`src/rtl/dada_final_cpa.sv`:
```
// Final carry-propagate adder of the Dadda multiplier: sums the two residual
// rows CHUNK bits per clock, rippling the carry between chunks through a register.
module dada_final_cpa #(
  parameter int WIDTH = 64,
  parameter int CHUNK = 16
) (
  input  logic             clk,
  input  logic             rst_n,
  input  logic             in_valid,
  output logic             in_ready,
  input  logic [WIDTH-1:0] row_a,
  input  logic [WIDTH-1:0] row_b,
  output logic             out_valid,
  input  logic             out_ready,
  output logic [WIDTH:0]   sum
);

  localparam int NCHUNK = WIDTH / CHUNK;
  localparam int IW     = (NCHUNK > 1) ? $clog2(NCHUNK) : 1;
  localparam logic [IW-1:0] LAST_IDX = IW'(NCHUNK - 1);

  typedef enum logic [1:0] {
    IDLE = 2'd0,
    ADD  = 2'd1,
    DONE = 2'd2
  } state_t;

  state_t state_q, state_d;

  logic [WIDTH-1:0] a_q, b_q;
  logic [WIDTH:0]   res_q;
  logic             carry_q;
  logic [IW-1:0]    idx_q;

  logic [CHUNK-1:0] a_chunk, b_chunk;
  logic [CHUNK:0]   chunk_sum;
  logic             last_chunk;

  // One chunk of the ripple: zero-extended so the top bit is the chunk carry-out.
  assign a_chunk    = a_q[idx_q*CHUNK +: CHUNK];
  assign b_chunk    = b_q[idx_q*CHUNK +: CHUNK];
  assign chunk_sum  = {1'b0, a_chunk} + {1'b0, b_chunk} + {{CHUNK{1'b0}}, carry_q};
  assign last_chunk = (idx_q == LAST_IDX);

  always_comb begin
    state_d = state_q;
    case (state_q)
      IDLE:    if (in_valid)   state_d = ADD;
      ADD:     if (last_chunk) state_d = DONE;
      DONE:    if (out_ready)  state_d = IDLE;
      default:                 state_d = IDLE;
    endcase
  end

  always_ff @(posedge clk or negedge rst_n) begin
    if (!rst_n) state_q <= IDLE;
    else        state_q <= state_d;
  end

  // Operands are only sampled on accept, so the tree may move on immediately.
  always_ff @(posedge clk or negedge rst_n) begin
    if (!rst_n) begin
      a_q     <= '0;
      b_q     <= '0;
      res_q   <= '0;
      carry_q <= 1'b0;
      idx_q   <= '0;
    end else begin
      case (state_q)
        IDLE: begin
          if (in_valid) begin
            a_q     <= row_a;
            b_q     <= row_b;
            carry_q <= 1'b0;
            idx_q   <= '0;
          end
        end
        ADD: begin
          res_q[idx_q*CHUNK +: CHUNK] <= chunk_sum[CHUNK-1:0];
          carry_q                     <= chunk_sum[CHUNK];
          if (last_chunk) res_q[WIDTH] <= chunk_sum[CHUNK];
          else            idx_q        <= idx_q + IW'(1);
        end
        default: ;
      endcase
    end
  end

  assign in_ready  = (state_q == IDLE);
  assign out_valid = (state_q == DONE);
  assign sum       = res_q;

endmodule

```
`config.mk`:
```
export PLATFORM = sky130hd
export DESIGN_NAME = dada_final_cpa
export DESIGN_NICKNAME = d
export VERILOG_FILES = /design/src/rtl/dada_final_cpa.sv
export SDC_FILE = /design/constraint.sdc
export NUM_CORES = 1
export LEC_CHECK = 0
export ABC_AREA = 1
export BUFFER_PORTS_ARGS = -buffer_cell sky130_fd_sc_hd__buf_4
export CORE_ASPECT_RATIO = 1.75
export CORE_MARGIN = 5
export CORE_UTILIZATION = 35
export DETAILED_ROUTE_END_ITERATION = 10
export GPL_TIMING_DRIVEN = 0
export PLACE_DENSITY_LB_ADDON = 0.2
export SLEW_MARGIN = 20
export SYNTH_ARGS = -nofsm -noshare
export SYNTH_HDL_FRONTEND = slang
export SYNTH_SLANG_ARGS = --single-unit
```
`constraint.sdc`:
```
create_clock -name clk -period 3.3 [get_ports clk]
set_input_delay 0.495 -clock clk [delete_from_list [all_inputs] [get_ports clk]]
set_output_delay 0.495 -clock clk [all_outputs]
set_load 0.01 [all_outputs]
```
==> metrics.md, run 1 <==
| Metric | Value |
|---|---|
| H-tree depth | `4` |
| Yosys top cell by area | `dfrtp_1` |
| Vias | `7498` |
| Largest net degree at the start of global routing | `94` |
| Warnings from Yosys | `0` |
| Clk buf depth | `2` |
| Final hold vios | `0` |
| Vias/cell | `4.82` |
| Largest family of logic cells by synthesized area | `multiplexers` |
| Vias in the first global route | `7954` |
| Die area | `~32000 µm²` |
| Worst vdd ir | `0.568 mV` |
| HP Class | `input pin to flip-flop` |
| CP max-delay cell | `dfrtp_1` |
| Syn nets | `approximately 1100` |
| Post-synthesis mux area share | `18.4%` |
| Slowest cell delay on critical path | `0.42 ns` |
| Ranking of synthesized cells by area | `dfrtp_1, mux2_4, nand2_1` |
| Slew Limit Headroom | `around 61%` |
| DP Wirelength | `23600 µm` |
| Share of the synthesized area in the top cell type | `50.3%` |
| Clock sinks | `around 200` |
| Site Rows | `81` |
| Synth Area in Simple Gates | `between 10% and 20%` |
| Synth cell types | `36` |
| Share of cells above drive strength 1 | `36.3%` |
| Cell count after synthesis | `946` |
| PwrDens | `1220 nW/µm²` |
| Mean post-synth cell area | `10.4 µm²` |
| Final nets | `1325` |
| Kind of start point of the critical path | `flip-flop` |
| Crit-path cells | `buf_4, inv_2, buf_6, buf_6, nor2_1, o22ai_2, fa_2, inv_1, fa_1, inv_1, nand3_1, nand3_2, xnor2_1, nor2_1, nand2_1, o21ai_0` |
| Antenna-violating nets left | `0` |
| Max Fanout on Critical Path | `10` |
| CTS tree | `built` |
| Top Ports | `199` |
| DRC | `0` |
| Die Y | `232 µm` |
| Period utilization | `just over 90%` |
| Total track usage | `about a fifth` |
| Total CTS buffers | `17` |
| Post-synthesis sequential area ratio | `50.3%` |
| Post-Route WL | `30800 µm` |
| Post-route cell area | `12600 µm²` |
| CP Class | `flip-flop to flip-flop` |
| CP Capture Type | `flip-flop` |
| Status | `finished, final reports clean` |
| Clock latency at the later pin of the worst-skew pair | `0.47 ns` |
| ANT cells | `0` |
| Synth-to-Final Area Change | `27.6%` |
| Leak | `6.49 nW` |
| Worst-path clk slew | `0.07 ns` |
| Xor/xnor share of the synthesized area | `0.711%` |
| Synthesized flop and latch total | `198` |
| Drt wl/cell | `19.8 µm` |
| Initial core utilization | `around 35%` |
| IO buf count | `198` |
| Compound-Gate Fraction of Synth Area | `under 10%` |
| Critical path arrival | `3.45 ns` |
| Adder and majority gate portion of the synthesized area | `under 10%` |
| Pre-antenna DRT Iters | `4` |
| Slew of the pin with the lowest slew margin | `approximately 0.59 ns` |
| RD Place Congestion | `0.854` |
| Clk_skew | `0.0104 ns` |
| Root buffer cell | `clkbuf_16` |
| Iteration-0 DRC Markers | `221` |
| Slew Limit Fails | `0` |
| Place WS | `-0.506 ns` |
| Final WS setup | `~0.23 ns` |
| Die width | `137 µm` |
| Fill count | `2774` |
| Core box area | `27900 µm²` |
| Fmax | `0.326 GHz` |
| Synthesized cell area | `9860 µm²` |
| Grt ovf | `0` |
| Placed instance area | `around 12000 µm²` |
| Initial antenna violation count | `0` |
| Setup Viol. Count Final | `0` |
| Worst Path Required | `3.68 ns` |
| RSZ-0062 raised after global routing | `false` |
| First-pass GRT wire length | `46800 µm` |
| Max-cap violation count | `0` |
| Final min period | `a little over 3 ns` |
-- metal layers --
| layer | global-route usage, % | routed length [µm] | share of wire, % | up-vias |
|---|---|---|---|---|
| li1 | - | - | - | 3627 |
| met1 | 22.5 | 11800 | 38 | 3664 |
| met2 | 36.7 | 16900 | 55 | 161 |
| met3 | 2.99 | 1070 | 3.5 | 46 |
| met4 | 8.80 | 1030 | 3.3 | 0 |
| met5 | 0 | 0 | 0 | - |
-- placed cells by master, fill, tap and decap left out, types with 7 or more instances in the layout --
cell | Yosys | routed
nand3_1 | 26 | 25
buf_4 | 2 | 203
ha_1 | 22 | 21
nand4_1 | 19 | 19
clkbuf_16 | 0 | 17
nor2_1 | 80 | 80
clkbuf_2 | 0 | 11
dfrtp_1 | 198 | 197
a21oi_1 | 14 | 13
o22ai_1 | 31 | 27
buf_6 | 11 | 13
clkbuf_1 | 19 | 10
mux2_4 | 99 | 99
nand2_1 | 203 | 198
inv_1 | 51 | 50
o21ai_0 | 81 | 81
nand2_2 | 4 | 8
inv_2 | 6 | 7
mux2_2 | 29 | 29
-- cell type report --
type	count	area (µm²)	area share, %
sequential	198	4960	39.4
tap	373	467	3.71
clock buffer	21	440	3.50
multi-input combinational	642	4470	35.5
clock inverter	10	126	1.00
timing repair buffer	204	1580	12.6
inverter	59	223	1.77
buffer	47	322	2.56
-- critical path, delay by kind of cell (launching register included) --
family                   cells  cell delay [ns]
AND/OR/NAND/NOR              5             0.57
adder cells (fa/ha/maj)      2             0.67
AO/OA/AOI/OAI                2             0.40
flip-flops                   1             0.42
buffers and inverters        6             0.77
XOR/XNOR                     1             0.14
-- cell usage after synthesis --
| cell | count |
|---|---|
| fa_1 | 2 |
| buf_1 | 4 |
| o22ai_1 | 31 |
| a32oi_1 | 2 |
| nand2_4 | 1 |
| dfrtp_1 | 198 |
| mux2_2 | 29 |
| o21ai_1 | 2 |
| mux2_4 | 99 |
| clkbuf_1 | 19 |
| inv_2 | 6 |
| nand2_1 | 203 |
| a21oi_1 | 14 |
| o21bai_1 | 1 |
| nor2_1 | 80 |
| nand3_2 | 1 |
| a22o_1 | 6 |
| clkinv_1 | 2 |
| or2_2 | 1 |
| nor3_1 | 4 |
| and2_1 | 1 |
| inv_1 | 51 |
| nand4_1 | 19 |
| buf_2 | 11 |
| nand2_2 | 4 |
| nor2_8 | 1 |
| xor2_1 | 2 |
| nand3_1 | 26 |
| o31ai_1 | 1 |
| xnor2_1 | 6 |
| buf_6 | 11 |
| nor2_2 | 2 |
| nor3_4 | 1 |
| buf_4 | 2 |
| ha_1 | 22 |
| o21ai_0 | 81 |
-- worst paths after layout --
check,start,endpoint,slack (ns),cells after the start
max,idx_q[0]$_DFFE_PN0P_,sum[20]$_DFFE_PN0P_,0.23,16
min,out_ready,state_q[1]$_DFFE_PN0P_,0.24,2
max reg2reg,idx_q[0]$_DFFE_PN0P_,sum[20]$_DFFE_PN0P_,0.23,16
min reg2reg,sum[53]$_DFFE_PN0P_,sum[53]$_DFFE_PN0P_,0.48,2
max in group asynchronous,rst_n,a_q[29]$_DFFE_PN0P_,1.71,4
min in group asynchronous,rst_n,a_q[26]$_DFFE_PN0P_,0.47,2
-- power by group --
group | switching, mW | internal, mW
sequential | 0.629 | 3.51
combinational | 5.37 | 3.74
clock | 0.970 | 1.12
total | 6.97 | 8.37
-- through the flow --
stage | power [mW] | utilization (%) | TNS (ns) | std cells | hold slack, ns
2_1_floorplan | 9.88 | - | 0 | 946 | 0.199
3_3_place_gp | 12.9 | 42.4 | -7.02 | 1517 | 0.466
3_5_place_dp | 13.0 | 42.6 | -7.48 | 1519 | 0.366
4_1_cts | 15.3 | 44.9 | 0 | 1552 | 0.226
5_1_grt | 16.6 | 45.1 | 0 | 1554 | 0.227
6_report | 15.3 | 45.1 | 0 | 1554 | 0.237
-- timing repair --
action / CTS / global route
gates cloned: 0 / 0
resized for setup: 20 / 26
pin swaps: 1 / 3
endpoints found under the setup margin: 36 / 45
buffers inserted: 1 / 2
hold endpoints to repair: 29 / 0
hold buffers: 1 / 0
-- logic make-up (layout without fill, tap and decap cells) --
family	count (synthesis)	in the layout
multiplexers	128	128
XOR/XNOR	8	8
AO/OA/AOI/OAI	138	138
flip-flops	198	198
adder cells (fa/ha/maj)	24	24
buffers and inverters	106	341
AND/OR/NAND/NOR	344	344
-- flip-flops by register name, summed over array words and instances, names as in the netlist --
register,cells
idx_q,2
sum,65
carry_q,1
a_q,64
state_q,2
b_q,64
No activity file was read; power rests on OpenSTA's default activity.
==> run 2, diff against run 1 <==
--- a/config.mk
+++ b/config.mk
@@ -10,6 +10,7 @@
 export CORE_ASPECT_RATIO = 1.75
 export CORE_MARGIN = 5
 export CORE_UTILIZATION = 35
+export CTS_BUF_LIST = sky130_fd_sc_hd__clkbuf_4 sky130_fd_sc_hd__clkbuf_8
 export DETAILED_ROUTE_END_ITERATION = 10
 export GPL_TIMING_DRIVEN = 0
 export PLACE_DENSITY_LB_ADDON = 0.2
==> constraint.sdc (replaced) <==
create_clock -name clk -period 3.3 [get_ports clk]
set_input_delay 0.495 -clock clk [delete_from_list [all_inputs] [get_ports clk]]
set_output_delay 0.495 -clock clk [all_outputs]
set_load 0.005 [all_outputs]
==> metrics.md, run 2 (same netlist as run 1, synthesis figures left out) <==
| Metric | Value |
|---|---|
| Status | `finished, final reports clean` |
| Vias/cell | `4.87 (+0.89%)` |
| Post-Route WL | `30700 µm (-0.21%)` |
| Largest net degree at the start of global routing | `94 (unchanged)` |
| Final min period | `3.11 ns (+0.0336 ns)` |
| Slowest cell delay on critical path | `0.44 ns (+0.02 ns)` |
| Site Rows | `81 (unchanged)` |
| Most frequent cells in the layout | `buf_4, nand2_1, dfrtp_1, mux2_4, nor2_1` |
| Pre-antenna DRT Iters | `4 (unchanged)` |
| Vias in the first global route | `7923 (-0.39%)` |
| Worst vdd ir | `0.494 mV (-13%)` |
| Core box area | `27900 µm² (unchanged)` |
| Total CTS buffers | `17 (unchanged)` |
| HP Class | `input pin to flip-flop` |
| Setup TNS | `0 ns (unchanged)` |
| Total track usage | `19.9% (-0.071 points)` |
| Die width | `137 µm (unchanged)` |
| Vias | `7565 (+0.89%)` |
| DRC | `0 (unchanged)` |
| Setup Viol. Count Final | `0 (unchanged)` |
| First-pass GRT wire length | `46600 µm (-0.35%)` |
| RSZ-0062 raised after global routing | `false` |
| Grt ovf | `0 (unchanged)` |
| Worst reg-to-reg setup slack | `0.19 ns (-0.03 ns)` |
| Max-cap violation count | `0 (unchanged)` |
| Clk_skew | `0.0157 ns (+0.00533 ns)` |
| Clock latency at the later pin of the worst-skew pair | `0.52 ns (+0.05 ns)` |
| Final nets | `1324 (-0.075%)` |
| Most common cell after layout, fill and taps aside | `buf_4` |
| CTS tree | `built` |
| Die Y | `232 µm (unchanged)` |
| Critical path buffers and inverters | `4 (-2)` |
| DP Wirelength | `23600 µm (unchanged)` |
| CP Class | `flip-flop to flip-flop` |
| CP Capture Type | `flip-flop` |
| Iteration-0 DRC Markers | `255 (+15%)` |
| Worst Path Required | `3.71 ns (+0.03 ns)` |
| Drt wl/cell | `19.8 µm (-0.21%)` |
| Crit-path cells | `buf_4, inv_2, clkbuf_2, nor2_1, o22ai_1, ha_1, nand2_1, inv_1, nand2_1, nand2_1, a21oi_1, nand2_1, nand2_1, nand2_1, nand4_1, nand2_1` |
| Share of cells above drive strength 1 | `36.5% (+0.20 points)` |
| RD Place Congestion | `0.854 (unchanged)` |
| Leak | `6.41 nW (-1.2%)` |
| CP delay by family, top | `simple AND/OR/NAND/NOR gates` |
| Post-Layout Cell Count | `1554 (unchanged)` |
| Slew of the pin with the lowest slew margin | `0.568 ns (-0.0202 ns)` |
| Max reg flops | `65 (unchanged)` |
| Initial core utilization | `35.4% (unchanged)` |
| Die area | `31800 µm² (unchanged)` |
| Hold slack | `0.172 ns (-0.0652 ns)` |
| Cell repeated most along the worst path | `nand2_1` |
| Slew Limit Headroom | `62.2% (+1.3 points)` |
| PwrDens | `1190 nW/µm² (-2.6%)` |
| Antenna-violating nets left | `0 (unchanged)` |
| Slew Limit Fails | `0 (unchanged)` |
| Period utilization | `94.1% (+1.0 points)` |
| Top Ports | `199 (unchanged)` |
| Max Fanout on Critical Path | `13 (+3)` |
| Total Power | `14.7 mW (-4.1%)` |
| Critical path arrival | `3.51 ns (+0.06 ns)` |
| H-tree depth | `4 (unchanged)` |
| Kind of start point of the critical path | `flip-flop` |
| Root buffer cell | `clkbuf_8` |
| Clock sinks | `198 (unchanged)` |
| Initial antenna violation count | `1 (+1)` |
| Dpl cells | `1519 (unchanged)` |
| CP max-delay cell | `dfrtp_1` |
| Synth-to-Final Area Change | `25.8%` |
| Worst-path clk slew | `0.11 ns (+0.04 ns)` |
| IO buf count | `198 (unchanged)` |
| Clk buf depth | `2 (unchanged)` |
| Fmax | `0.322 GHz (-1.1%)` |
| Final hold vios | `0 (unchanged)` |
## run 2: cell count changes in the layout (fill, tap and decap cells not counted), sizes merged
cell	delta
buf	-2
diode	+1
clkbuf	+1
## run 2: timing repair
action | CTS | global route
pin swaps | 1 | 2
hold endpoints to repair | 29 | 0
hold buffers | 1 | 0
resized for setup | 20 | 26
endpoints found under the setup margin | 36 | 45
setup buffers | 1 | 1
## run 2: power breakdown
part           total, mW  internal, mW  switching (mW)
clock               1.61         0.707           0.906
sequential          4.13          3.50           0.632
combinational       8.97          3.70            5.27
total               14.7          7.90            6.81
## run 2: per-layer routing
layer | track usage (%) | vias to the layer above | share of wire (%)
li1 | - | 3622 | -
met5 | 0 | - | 0
met4 | 7.90 | 0 | 2.9
met1 | 22.4 | 3719 | 38
met2 | 36.7 | 177 | 55
met3 | 3.47 | 47 | 3.7
## run 2: final cells by class
cell class	count	area, µm²
Fill cell	2803	15500
Timing Repair Buffer	203	1570
Sequential cell	198	4960
Tap cell	373	467
Multi-Input combinational cell	642	4460
Clock buffer	21	264
Clock inverter	10	126
Antenna cell	1	2.50
Buffer	47	322
Inverter	59	223
## run 2: stage by stage
stage	instance area (µm²)	utilization, %	worst slack (ns)
floorplan	9860	-	0.544
global placement	11800	42.4	-0.493
detailed placement	11900	42.6	-0.506
CTS	12300	44.2	0.00455
global route	12400	44.5	0.0109
finish	12400	44.5	0.195
## run 2: path summary, 6_finish.rpt
check | from | end | cells after the start
setup / recovery | idx_q[0]$_DFFE_PN0P_ | sum[61]$_DFFE_PN0P_ | 16
hold / removal | out_ready | state_q[1]$_DFFE_PN0P_ | 2
setup reg to reg | idx_q[0]$_DFFE_PN0P_ | sum[61]$_DFFE_PN0P_ | 16
hold reg to reg | sum[58]$_DFFE_PN0P_ | sum[58]$_DFFE_PN0P_ | 2
max in group asynchronous | rst_n | b_q[12]$_DFFE_PN0P_ | 4
min in group asynchronous | rst_n | a_q[26]$_DFFE_PN0P_ | 2
